$ cat config.mk
export PLATFORM = sky130hd
export DESIGN_NAME = restoring_divider
export DESIGN_NICKNAME = d
export VERILOG_FILES = /design/src/rtl/alu_pkg.sv /design/src/rtl/div_step.sv /design/src/rtl/restoring_divider.sv
export SDC_FILE = /design/constraint.sdc
export NUM_CORES = 1
export LEC_CHECK = 0
export BUFFER_PORTS_ARGS = -buffer_cell sky130_fd_sc_hd__clkbuf_2
export CAP_MARGIN = 40
export CORE_MARGIN = 2
export CORE_UTILIZATION = 56
export CTS_CLUSTER_SIZE = 8
export DETAILED_ROUTE_END_ITERATION = 8
export PLACE_DENSITY = 0.79
export SETUP_SLACK_MARGIN = 0.5
export SLEW_MARGIN = 10
export SYNTH_ARGS = -nofsm -noshare
export SYNTH_HDL_FRONTEND = slang
export SYNTH_SLANG_ARGS = --single-unit
$ cat constraint.sdc
create_clock -name clk -period 3.1 [get_ports clk]
set_clock_uncertainty 0.05 [all_clocks]
set_input_delay 0.465 -clock clk [delete_from_list [all_inputs] [get_ports clk]]
set_output_delay 0.465 -clock clk [all_outputs]
set_load 0.01 [all_outputs]
$ cat src/rtl/alu_pkg.sv
// Shared constants and types for the Mini_ALU datapath blocks.
package alu_pkg;

    localparam int unsigned DIV_WIDTH = 6;
    localparam int unsigned DIV_CNT_W = $clog2(DIV_WIDTH);

    typedef enum logic {
        IDLE = 1'b0,
        CALC = 1'b1
    } div_state_t;

    // Step counter width for an arbitrary divider width (WIDTH >= 2).
    function automatic int unsigned div_cnt_width(input int unsigned w);
        return (w > 2) ? $clog2(w) : 1;
    endfunction

endpackage

$ cat src/rtl/div_step.sv
// One restoring-division iteration: shift in a dividend bit, trial subtract, restore on borrow.
module div_step
    import alu_pkg::*;
#(
    parameter int unsigned WIDTH = DIV_WIDTH
) (
    input  logic [WIDTH:0]   rem_in,
    input  logic             bit_in,
    input  logic [WIDTH-1:0] divisor,
    output logic [WIDTH:0]   rem_out,
    output logic             q_bit
);

    logic [WIDTH:0] shifted;
    logic [WIDTH:0] trial;
    logic           rem_msb_unused;

    // The partial remainder is always below the divisor, so its MSB is zero on entry.
    assign rem_msb_unused = rem_in[WIDTH];
    assign shifted        = {rem_in[WIDTH-1:0], bit_in};
    assign trial          = shifted - {1'b0, divisor};

    always_comb begin
        rem_out = shifted;
        q_bit   = 1'b0;
        if (!trial[WIDTH]) begin
            rem_out = trial;
            q_bit   = 1'b1;
        end
    end

endmodule

$ cat src/rtl/restoring_divider.sv
// Sequential unsigned restoring divider, one quotient bit per clock, start/done handshake.
module restoring_divider
    import alu_pkg::*;
#(
    parameter int unsigned WIDTH = DIV_WIDTH
) (
    input  logic             clk,
    input  logic             reset_n,
    input  logic             start,
    input  logic [WIDTH-1:0] dividend,
    input  logic [WIDTH-1:0] divisor,
    output logic             busy,
    output logic             done,
    output logic [WIDTH-1:0] quotient,
    output logic [WIDTH-1:0] remainder,
    output logic             div_by_zero
);

    localparam int unsigned CNT_W = div_cnt_width(WIDTH);

    div_state_t       state;
    logic [WIDTH:0]   rem;
    logic [WIDTH-1:0] qreg;
    logic [WIDTH-1:0] dsr;
    logic [CNT_W-1:0] cnt;

    logic [WIDTH:0]   step_rem;
    logic             step_q;
    logic [WIDTH-1:0] next_q;

    div_step #(.WIDTH(WIDTH)) u_step (
        .rem_in  (rem),
        .bit_in  (qreg[WIDTH-1]),
        .divisor (dsr),
        .rem_out (step_rem),
        .q_bit   (step_q)
    );

    assign next_q = {qreg[WIDTH-2:0], step_q};

    always_ff @(posedge clk) begin
        if (!reset_n) begin
            state       <= IDLE;
            busy        <= 1'b0;
            done        <= 1'b0;
            quotient    <= '0;
            remainder   <= '0;
            div_by_zero <= 1'b0;
            rem         <= '0;
            qreg        <= '0;
            dsr         <= '0;
            cnt         <= '0;
        end else begin
            done <= 1'b0;
            case (state)
                IDLE: begin
                    if (start) begin
                        dsr  <= divisor;
                        rem  <= '0;
                        qreg <= dividend;
                        cnt  <= '0;
                        if (divisor != '0) begin
                            state <= CALC;
                            busy  <= 1'b1;
                        end else begin
                            // Divide by zero completes immediately with an all-ones quotient.
                            quotient    <= '1;
                            remainder   <= dividend;
                            div_by_zero <= 1'b1;
                            done        <= 1'b1;
                        end
                    end
                end
                CALC: begin
                    rem  <= step_rem;
                    qreg <= next_q;
                    cnt  <= cnt + 1'b1;
                    if (cnt == CNT_W'(WIDTH - 1)) begin
                        state       <= IDLE;
                        busy        <= 1'b0;
                        done        <= 1'b1;
                        quotient    <= next_q;
                        remainder   <= step_rem[WIDTH-1:0];
                        div_by_zero <= 1'b0;
                    end
                end
                default: begin
                    state <= IDLE;
                    busy  <= 1'b0;
                end
            endcase
        end
    end

endmodule
# After elaboration in Yosys (flattened, before gate mapping)
# Index checks and enable logic that the tools add are counted.
# Widths: inputs -> output; s select.
[word_totals]
ramBits = 0
elab_cells = 53
ff_bits = 37
mem_bits_ro = 0
n_memories = 0
latchBits = 0
out_inout_bits = 15
[classes]
magnitude_cmp = 0
eq_ne = 5
bitwise_logic = 1
shift = 0
addsub = 2
n_reduce_logical = 4
n_mux = 31
div_mod_pow = 0
mul = 0
[ops]
columns = ["op", "n"]
rows = [
  ["$mux 6", 9],
  ["$pmux 6 s2", 4],
  ["$mux 1", 12],
  ["$pmux 1 s2", 4],
  ["$sub 7x6->7", 1],
  ["$ne 2x2->1 const B", 3],
  ["$pmux 3 s2", 1],
  ["$reduce_and 3->1", 2],
  ["$reduce_bool 6->1", 1],
  ["$add 3x1->3 const B", 1],
  ["$eq 3x3->1 const B", 1],
  ["$mux 3", 1],
  ["$ne 2x1->1 const B", 1],
  ["$reduce_and 2->1", 1],
  ["$not 1->1", 1],
]

# Logic depth before layout (Yosys ltp)
# Gate-level depths: netlist of the first run.
[logic_depth]
ltp_word = 4
mapped_depth = 10
depth_no_buf = 10

# Cells and area by module
# Synthesis of the first run repeated with hierarchy kept, for this count alone.
[unflattened]
cells_unflattened = 222
area_unflattened_um2 = 1910.6
[by_module_without_submodules]
columns = ["mod", "n_inst", "seq_area_each_um2", "cells_each", "area_each_um2"]
rows = [
  ["restoring_divider", 1, 760.7, 179, 1584.0],
  ["div_step", 1, 0.0, 43, 326.6],
]

# Worst setup path after synthesis of the first run
# OpenSTA, ideal clock, no wires.
[synth_timing]
kind = "register -> register"
startpoint = "register qreg[5]"
endpoint = "register remainder[3]"
synth_period_minus_slack_ns = 2.276
setup_time_ns = 0.117
path_buffers = 0
slack_ns = 0.824
t_arrival_ns = 2.109
stages_incl_launch_ff = 11
cell_sequence = "dfxtp_1 > inv_1 > ha_1 > inv_1 > fa_1 > a21o_1 > and4_4 > nor2_8 > xnor2_4 > mux2_4 > a32o_1"
[synth_via]
elab_chain_cells = 4
[synth_lines]
columns = ["element", "line", "text"]
rows = [
  ["start, declared", "restoring_divider.sv:23", "logic [WIDTH-1:0] qreg;"],
  ["start signal, assigned", "restoring_divider.sv:60", "qreg <= dividend;"],
  ["start signal, assigned", "restoring_divider.sv:76", "qreg <= next_q;"],
  ["$sub 7x6->7", "div_step.sv:21", "assign trial = shifted - {1'b0, divisor};"],
  ["$mux 6", "div_step.sv:26", "if (!trial[WIDTH]) begin"],
  ["$mux 6", "restoring_divider.sv:78", "if (cnt == CNT_W'(WIDTH - 1)) begin"],
  ["$pmux 6 s2", "restoring_divider.sv:55", "case (state)"],
  ["end signal, assigned", "restoring_divider.sv:68", "remainder <= dividend;"],
  ["end signal, assigned", "restoring_divider.sv:83", "remainder <= step_rem[WIDTH-1:0];"],
  ["end, declared", "restoring_divider.sv:15", "output logic [WIDTH-1:0] remainder,"],
]
# Every way passes these cells. The select of a mux whose other input is x is not followed.
# A chain may end at the register's enable or synchronous reset.

# Final worst setup path of the first run
# Ends and elaborated chain as after synthesis.

==> flow_summary.toml, run 1 <==
[logic_synthesis]
syn_area_um2 = 1890
synth-async-reset-ratio_pct = 0
yosys_warnings = 0
synth_cell_types = 46
yosysMostFrequentCell = "dfxtp_1"
yosysTopAreaCellShare_pct = 39.1
avgSynthCellArea_um2 = 8.65
netlist_top_cells_count = "dfxtp_1, nand2_1, nor2_1"
ys_ff_latch = 37
yosysSeqAreaShare_pct = 39.1
synth_edf_count = 0
synth_area_leader_cell = "dfxtp_1"
syn_inst = 219
yosys-top-cells-area = "dfxtp_1, a21oi_1, ha_1, mux2i_1, nand2_1"
synth_nets = 243
synth_ff_type = "dfxtp_1"

[cts]
clkTransAtPathRegs_ps = 120
hold_buffers = 0
cts_resized = 0
cts-root-buf = "clkbuf_4"
htreeDepth = 2
clock_sink_count = 37
postCtsSetupRepairBufs = 0
clockBufferDepth = 2
cts_tree = "done"
worst_skew_pair.late_latency_ps = 370
cts_buffers = 5

[routing]
drt-initial-drc-count = 97
drt-total-wl_um = 4170
vias = 1647
final_antenna_net_count = 0
drc = 0
routed_via_density = 5.58
wl_per_cell_um = 14.1
drt-pass1-iter-count = 4

[worst_setup_path]
end_kind = "flop"
crit_chain = "inv_1, ha_1, inv_1, fa_1, a21o_1, and4_4, nor2_8, xnor2_4, mux2_4, a32o_1"
crit-reg2reg-capture = "remainder[3]$_SDFFE_PN0P_"
slowest_stage = "fa_1"
cp_top_family = "adder cells"
path_class = "flop to flop"
critical_path.max_stage_delay_ps = 390
regToRegStartpoint = "qreg[5]$_SDFFE_PN0P_"
arrival_ps = 2610
cp-start-kind = "flop"
r2r_slack_ps = 700
crit_fanout = 5
crit_path_frequent_cell = "inv_1"
rr_worst_depth = 10
crit_buf_inv = 2
cp.required_ps = 3310

[die]
fp.dieArea_um2 = 3860
die_h_um = 62.2
dieWidth_um = 62.2
row_count = 21
ioPinCount = 30
initial_utilization_pct = 57.7
coreArea_um2 = 3280

[cells_and_area]
finalNetCount = 272
drive_above_1_share_pct = 21.3
final_cells = 295
diodes = 0
syn2layout_area_growth_pct = 15.4
fill_cells = 292

[timing]
fin_crit_ps = 2400
slew_headroom_pct = 50.6
final-setup-viol-count = 0
slew_viol_final = 0
finalCritPeriodShare_pct = 77.3
worstMarginPinSlew_ps = 740
fmax_mhz = 417
finalHoldViolCount = 0
fin_setup_tns_ps = 0
rsz0062_at_grt = "no"

[grt]
grt-ovfl-total = 0
grt_max_degree = 34
antenna_found_initial = 0
grt_pass1_vias = 1613
grt_usage_pct = 23.4
grt_pass1_wl_um = 7180

[placed_design]
dp_hpwl_um = 3060
numPortBuffers = 29
dpl.cell_count = 287
place_congestion = 0.842

[worst_hold_path]
holdPathStages = 3
min_to = "dsr[1]$_SDFFE_PN0P_"
hold_class = "input port to flop"
min_from = "divisor[1]"

[outcome]
status = "completed"

[pwr]
p_leak_nw = 0.926
irDropWorstVdd_v = 0.000466
powerDensity_nw_per_um2 = 553

[run]
cap_viol_max_count = 0
## state kept, by name, indices dropped and copies added (netlist names)
name,count
dsr,6
qreg,6
quotient,6
rem,6
remainder,6
cnt,3
busy,1
div_by_zero,1
done,1
state,1
## layer usage
layer	part of all wire, %	global-route usage [%]	vias to the layer above	routed length [um]
li1	-	-	831	-
met1	45	27.6	761	1880
met2	49	40.1	45	2030
met3	4.2	5.62	10	177
met4	2.0	11.1	0	83
met5	0	0	-	0
## layout make-up
type / instances / area, um^2 / share of cell area [%]
multi-input combinational: 157 / 1060 / 48.4
clock buffer: 5 / 37.5 / 1.72
timing repair buffer: 32 / 168 / 7.67
inverter: 15 / 56.3 / 2.58
tap: 46 / 57.6 / 2.63
sequential: 37 / 741 / 33.9
clock inverter: 3 / 68.8 / 3.15
## how the worst max path moves through the flow
| stage | from | to | cells after the start |
|---|---|---|---|
| finish | qreg[5]$_SDFFE_PN0P_ | remainder[3]$_SDFFE_PN0P_ | 10 |
| global route | qreg[5]$_SDFFE_PN0P_ | remainder[4]$_SDFFE_PN0P_ | 10 |
| CTS | qreg[5]$_SDFFE_PN0P_ | remainder[3]$_SDFFE_PN0P_ | 10 |
| detailed placement | qreg[5]$_SDFFE_PN0P_ | remainder[3]$_SDFFE_PN0P_ | 10 |
| global placement | qreg[5]$_SDFFE_PN0P_ | remainder[3]$_SDFFE_PN0P_ | 10 |
| floorplan | qreg[5]$_SDFFE_PN0P_ | remainder[3]$_SDFFE_PN0P_ | 10 |
## cell usage in the layout, fill, tap and decap left out, types with 2 or more instances in the layout
cell type	instances
nand3b_1	4
and3_1	3
o221a_2	5
nor3_1	3
a311oi_1	2
nor2b_1	2
ha_1	8
nand2_1	22
nor2_1	21
nand2b_1	5
xnor2_1	2
and2_1	3
dfxtp_1	37
o31a_1	3
bufinv_16	2
a31oi_1	2
inv_1	14
clkbuf_4	5
clkbuf_2	29
mux2i_1	10
buf_4	3
a21oi_1	20
nand3_1	8
o21ai_0	10
a21o_1	3
## through the flow
step           hold slack, ps  instance area (um^2)  util, %  total power (W)  setup WS [ps]
3_5_place_dp              401                  2080     63.3         0.000787            698
6_report                  290                  2190     66.6          0.00121            704
5_1_grt                   300                  2190     66.6          0.00126            562
3_3_place_gp              393                  2080     63.3         0.000780            766
2_1_floorplan             386                  1890        -         0.000730            824
4_1_cts                   279                  2190     66.6          0.00121            692
## where the power goes
part	switching (W)	total (W)	internal, W	leakage, nW
registers	0.0000179	0.000515	0.000497	0.301
logic	0.000149	0.000264	0.000115	0.569
clock network	0.000176	0.000430	0.000254	0.0558
total	0.000343	0.00121	0.000866	0.926
## cell families (layout without fill, tap and decap cells)
kind of cell / after synthesis / in the layout / synth area share, %
fa+ha+maj: 9 / 9 / 6.34
simple gates: 77 / 77 / 20.5
flops: 37 / 37 / 39.1
compound gates: 56 / 56 / 19.9
mux: 12 / 12 / 6.67
buf+inv: 25 / 55 / 5.09
xor+xnor: 3 / 3 / 2.38
## worst reg2reg max path, stage by stage (launching register included)
cell     delay (ps)
dfxtp_1         340
inv_1            50
ha_1            140
inv_1            50
fa_1            390
a21o_1          220
and4_4          230
nor2_8          120
xnor2_4         170
mux2_4          330
a32o_1          210
No activity file was read; power rests on OpenSTA's default activity.
==> run 2: changes to the inputs <==
CORE_UTILIZATION = 50   (was 56)
PLACE_DENSITY = 0.75   (was 0.79)
clock period = 2.08 ns   (was 3.1 ns; I/O delays follow)
==> run 2 against run 1 <==
Against the previous run:
- sequential power grew 50%
- the run now ends with setup timing left
- hold slack got worse by 84 ps
- via count increased by 6.6%
- sequential share of layout area is 2.3 points lower
- total power grew 46%
- clock-buffer cell count rose by 1
- sequential cell count did not move
- utilization fell by 2.3 points
==> flow_summary.toml, run 2 (synthesis gave the netlist of run 1 again) <==
[cts]
clockBufferDepth = 2
cts_tree = "done"
clkTransAtPathRegs_ps = 80
clock_sink_count = 37
worst_skew_pair.late_latency_ps = 290
cts-root-buf = "clkbuf_8"
htreeDepth = 2
hold_buffers = 0
cts_buffers = 5

[pwr]
pwr-share-seq_pct = 43.6
p_int_w = 0.00122
power.switching_w = 0.000545
switching_share_pct = 30.9
powerDensity_nw_per_um2 = 749
p_clk_share_pct = 27.9
irDropWorstVdd_v = 0.000493
p_leak_nw = 1.01
power_frac_comb_pct = 28.5

[grt]
grt-ovfl-total = 0
grt_pass1_wl_um = 7650
gr-usage-met2_pct = 38.4
top_usage_layer = "met2"
grt_max_degree = 24
grt.met3_usage_pct = 4.79
grt_pass1_vias = 1598
antenna_found_initial = 0
grt_usage_pct = 23.5
use_met1_pct = 30.2

[cells_and_area]
multiInputGateArea_um2 = 1100
ff_latch_area_um2 = 743
syn2layout_area_growth_pct = 24.2
stdcell_area_um2 = 2350
drive_above_1_share_pct = 30.3
layout_common_cells = "dfxtp_1, clkbuf_2, nand2_1, buf_4, nor2_1"
finalNetCount = 291
diodes = 0
final_util_pct = 64.3
fill_cells = 315
mostFrequentLayoutCell = "dfxtp_1"

[die]
initial_utilization_pct = 51.7
ioPinCount = 30
coreArea_um2 = 3660
die_h_um = 65.6
row_count = 22
fp.dieArea_um2 = 4300
dieWidth_um = 65.6

[timing]
rsz0062_at_grt = "yes"
worstMarginPinSlew_ps = 509
fin_setup_tns_ps = -1260
final-setup-viol-count = 13
fmax_mhz = 443
timing.final.ws_setup_ps = -179
finalHoldViolCount = 0
finalCritPeriodShare_pct = 109
fin_crit_ps = 2260
slew_viol_final = 0
slew_headroom_pct = 66.0

[routing]
final_antenna_net_count = 0
routed_via_density = 5.57
drt-total-wl_um = 4700
drt-pass1-iter-count = 4
vias = 1755
drc = 0
drt-initial-drc-count = 162
wl_per_cell_um = 14.9

[worst_setup_path]
arrival_ps = 2400
crit_fanout = 4
path_class = "flop to flop"
end_kind = "flop"
cp.required_ps = 2220
cp-start-kind = "flop"

[run]
cap_viol_max_count = 0

[outcome]
status = "finished with violations"
violations = "setup timing"

[placed_design]
numPortBuffers = 29
dp_hpwl_um = 3390
pre_cts_ws_ps = -180
dpl_cell_area_um2 = 2230
place_congestion = 0.886

[worst_hold_path]
hold_class = "input port to flop"
-- run 2: layout make-up --
cell class                      instances  share of cell area (%)
Clock buffer                            6                    3.08
Clock inverter                          1                   0.372
Inverter                               15                    2.39
Multi-Input combinational cell        157                    46.8
Sequential cell                        37                    31.6
Tap cell                               48                    2.55
Timing Repair Buffer                   51                    13.2
-- run 2: power by group through the flow --
stage	Clock, W	Combinational [W]	Sequential (W)
floorplan	0	0.000316	0.000779
CTS	0.000490	0.000487	0.000769
global route	0.000527	0.000548	0.000773
detailed placement	0	0.000464	0.000784
finish	0.000492	0.000503	0.000770
global placement	0	0.000449	0.000782
-- run 2: timing repair --
action	in CTS	in global routing
setup endpoints to repair	14	14
gates resized for setup	3	2
setup buffers	2	0
pin swaps	2	2
-- run 2: critical path: stages (launching register included) --
cell and delay [ps]:
dfxtp_2 330, inv_2 60, ha_4 130, inv_2 30
fa_2 330, a21o_1 200, and4_4 220, nor2_8 110
xnor2_4 160, mux2_4 330, a32o_1 210
-- run 2: routing by layer --
layer | vias to the layer above | part of all wire [%]
met5 | - | 0
met1 | 826 | 44
met4 | 0 | 2.0
met3 | 11 | 5.8
met2 | 56 | 48
li1 | 862 | -
-- run 2: final timing paths --
kind                        start                         to  slack (ps)  cells past startpoint
min                    divisor[0]        dsr[0]$_SDFFE_PN0P_         210                      3
max          qreg[5]$_SDFFE_PN0P_  remainder[3]$_SDFFE_PN0P_        -180                     10
min reg2reg   dsr[4]$_SDFFE_PN0P_        dsr[4]$_SDFFE_PN0P_         410                      2
max reg2reg  qreg[5]$_SDFFE_PN0P_  remainder[3]$_SDFFE_PN0P_        -180                     10
-- run 2: metrics by stage --
stage	hold WS [ps]	instances	total power [W]
6_report	206	315	0.00176
5_1_grt	224	315	0.00185
4_1_cts	201	315	0.00175
3_5_place_dp	399	306	0.00125
3_3_place_gp	394	306	0.00123
2_1_floorplan	386	219	0.00109
==> run 3: changes to the inputs <==
CORE_UTILIZATION = 60   (was 50)
PLACE_DENSITY = 0.84   (was 0.75)
SYNTH_HIERARCHICAL = 1   (was default)
clock period = 2.6 ns   (was 2.08 ns; I/O delays follow)
==> run 3 against run 2 <==
Against the previous run:
- the flow still finishes with violations (setup timing)
- clock-buffer cell count is 1 lower
- total power is 9.0% lower
- global-route usage is 1.9 points higher
- synthesized area is 1.1% lower
- sequential power is 19% lower
- die area is 17% lower
- sequential share of layout area is 0.63 points lower
- cell count is 7.0% lower
- first-iteration DRC count is 54% lower
- synthesized cell count is 0.46% lower
- hold slack better by 32 ps
- non-clock buffer count is 6 lower
- critical path type unchanged
- largest power group unchanged
- highest routed layer unchanged
==> flow_summary.toml, run 3 <==
[outcome]
status = "finished with violations"
violations = "setup timing"

[timing]
fmax_mhz = 374
finalCritPeriodShare_pct = 103
rsz0062_at_grt = "yes"
fin_setup_tns_ps = -99.6
finalHoldViolCount = 0
timing.final.ws_setup_ps = -71.4
fin_crit_ps = 2670
slew_headroom_pct = 51.3
worstMarginPinSlew_ps = 729
final-setup-viol-count = 4
slew_viol_final = 0

[grt]
grt_pass1_wl_um = 6650
antenna_found_initial = 0
grt_usage_pct = 25.4
grt-ovfl-total = 0
grt_pass1_vias = 1453
grt_max_degree = 23

[cells_and_area]
fill_cells = 214
finalNetCount = 285
syn2layout_area_growth_pct = 28.6
drive_above_1_share_pct = 36.2
mostFrequentLayoutCell = "nand2_1"
diodes = 0
stdcell_area_um2 = 2410
layout_common_cells = "nand2_1, dfxtp_1, clkbuf_2"
final_util_pct = 80.3
final_cells = 293

[cts]
worst_skew_pair.late_latency_ps = 340
clockBufferDepth = 2
hold_buffers = 0
cts_buffers = 5
cts-root-buf = "clkbuf_4"
htreeDepth = 2
cts_tree = "done"
clkTransAtPathRegs_ps = 120
clock_sink_count = 37

[worst_setup_path]
end_kind = "flop"
path_class = "flop to flop"
crit_chain = "inv_2, ha_4, fa_2, nor2b_4, o31a_2, o21ai_2, nand2b_1, ha_4, buf_4, mux2_4, mux2_4, nand2_1, mux2i_1"
slowest_stage = "dfxtp_2"
crit_fanout = 4
arrival_ps = 2840
cp.required_ps = 2770
crit_buf_inv = 2
cp-start-kind = "flop"
cp_top_family = "adder cells"
critical_path.max_stage_delay_ps = 340

[routing]
drc = 0
routed_via_density = 5.71
drt-pass1-iter-count = 4
drt-initial-drc-count = 75
vias = 1673
wl_per_cell_um = 15.2
final_antenna_net_count = 0
drt-total-wl_um = 4450

[logic_synthesis]
synth_nets = 243
syn_area_um2 = 1870
syn_inst = 218
avgSynthCellArea_um2 = 8.60
yosys_warnings = 6

[die]
dieWidth_um = 59.9
die_h_um = 59.9
initial_utilization_pct = 62.4
ioPinCount = 30
fp.dieArea_um2 = 3590
row_count = 20
coreArea_um2 = 3000

[pwr]
irDropWorstVdd_v = 0.000487
powerDensity_nw_per_um2 = 666
power_w = 0.00161
p_leak_nw = 1.03

[run]
cap_viol_max_count = 0

[placed_design]
dpl_cell_area_um2 = 2140
dpl.cell_count = 273
numPortBuffers = 29
dp_hpwl_um = 2860
place_congestion = 0.782

[worst_hold_path]
hold_class = "input port to flop"
## run 3: layer usage
| metal | share of wire [%] | vias up | wire, um | GRT usage [%] |
|---|---|---|---|---|
| met5 | 0 | - | 0 | 0 |
| met4 | 1.8 | 0 | 82 | 10.8 |
| met3 | 4.4 | 9 | 196 | 6.93 |
| met2 | 48 | 44 | 2160 | 38.8 |
| met1 | 45 | 787 | 2020 | 33.5 |
| li1 | - | 833 | - | - |
## run 3: stage by stage
step / setup WS (ps) / hold slack, ps
floorplan: 181 / 382
global placement: 108 / 392
detailed placement: 7.31 / 398
CTS: 77.1 / 230
global route: -125 / 237
finish: -71.4 / 238
## run 3: cell type report
cell class / instances / area [um^2] / area share (%)
clock buffer: 5 / 37.5 / 1.56
sequential: 37 / 746 / 30.9
clock inverter: 2 / 35.0 / 1.45
timing repair buffer: 45 / 282 / 11.7
multi-input combinational: 160 / 1210 / 50.4
inverter: 11 / 53.8 / 2.23
tap: 33 / 41.3 / 1.71
## run 3: power by group
group          switching, W  leakage (nW)  total [W]  internal [W]
logic              0.000292         0.690   0.000602      0.000310
registers         0.0000266         0.303   0.000620      0.000594
clock network      0.000187        0.0410   0.000383      0.000196
total              0.000506          1.03    0.00161       0.00110
## run 3: repair_timing
action	in CTS	in global routing
buffers inserted	6	7
gates resized for setup	9	11
endpoints found under the setup margin	14	14
pin swaps	5	6
## run 3: path summary, 6_finish.rpt
| check | startpoint | endpoint | slack, ps | depth (start not counted) |
|---|---|---|---|---|
| max reg2reg | qreg[5]$_SDFFE_PN0P_ | remainder[2]$_SDFFE_PN0P_ | -70 | 13 |
| max | qreg[5]$_SDFFE_PN0P_ | remainder[2]$_SDFFE_PN0P_ | -70 | 13 |
| min reg2reg | div_by_zero$_SDFFE_PN0P_ | div_by_zero$_SDFFE_PN0P_ | 410 | 2 |
| min | divisor[5] | dsr[5]$_SDFFE_PN0P_ | 240 | 3 |
## run 3: worst reg2reg max path, cell delays in order, from the launching register on
cell and delay, ps:
dfxtp_2 340, inv_2 60, ha_4 130, fa_2 230, nor2b_4 50, o31a_2 310, o21ai_2 120, nand2b_1 100
ha_4 340, buf_4 140, mux2_4 310, mux2_4 260, nand2_1 70, mux2i_1 60
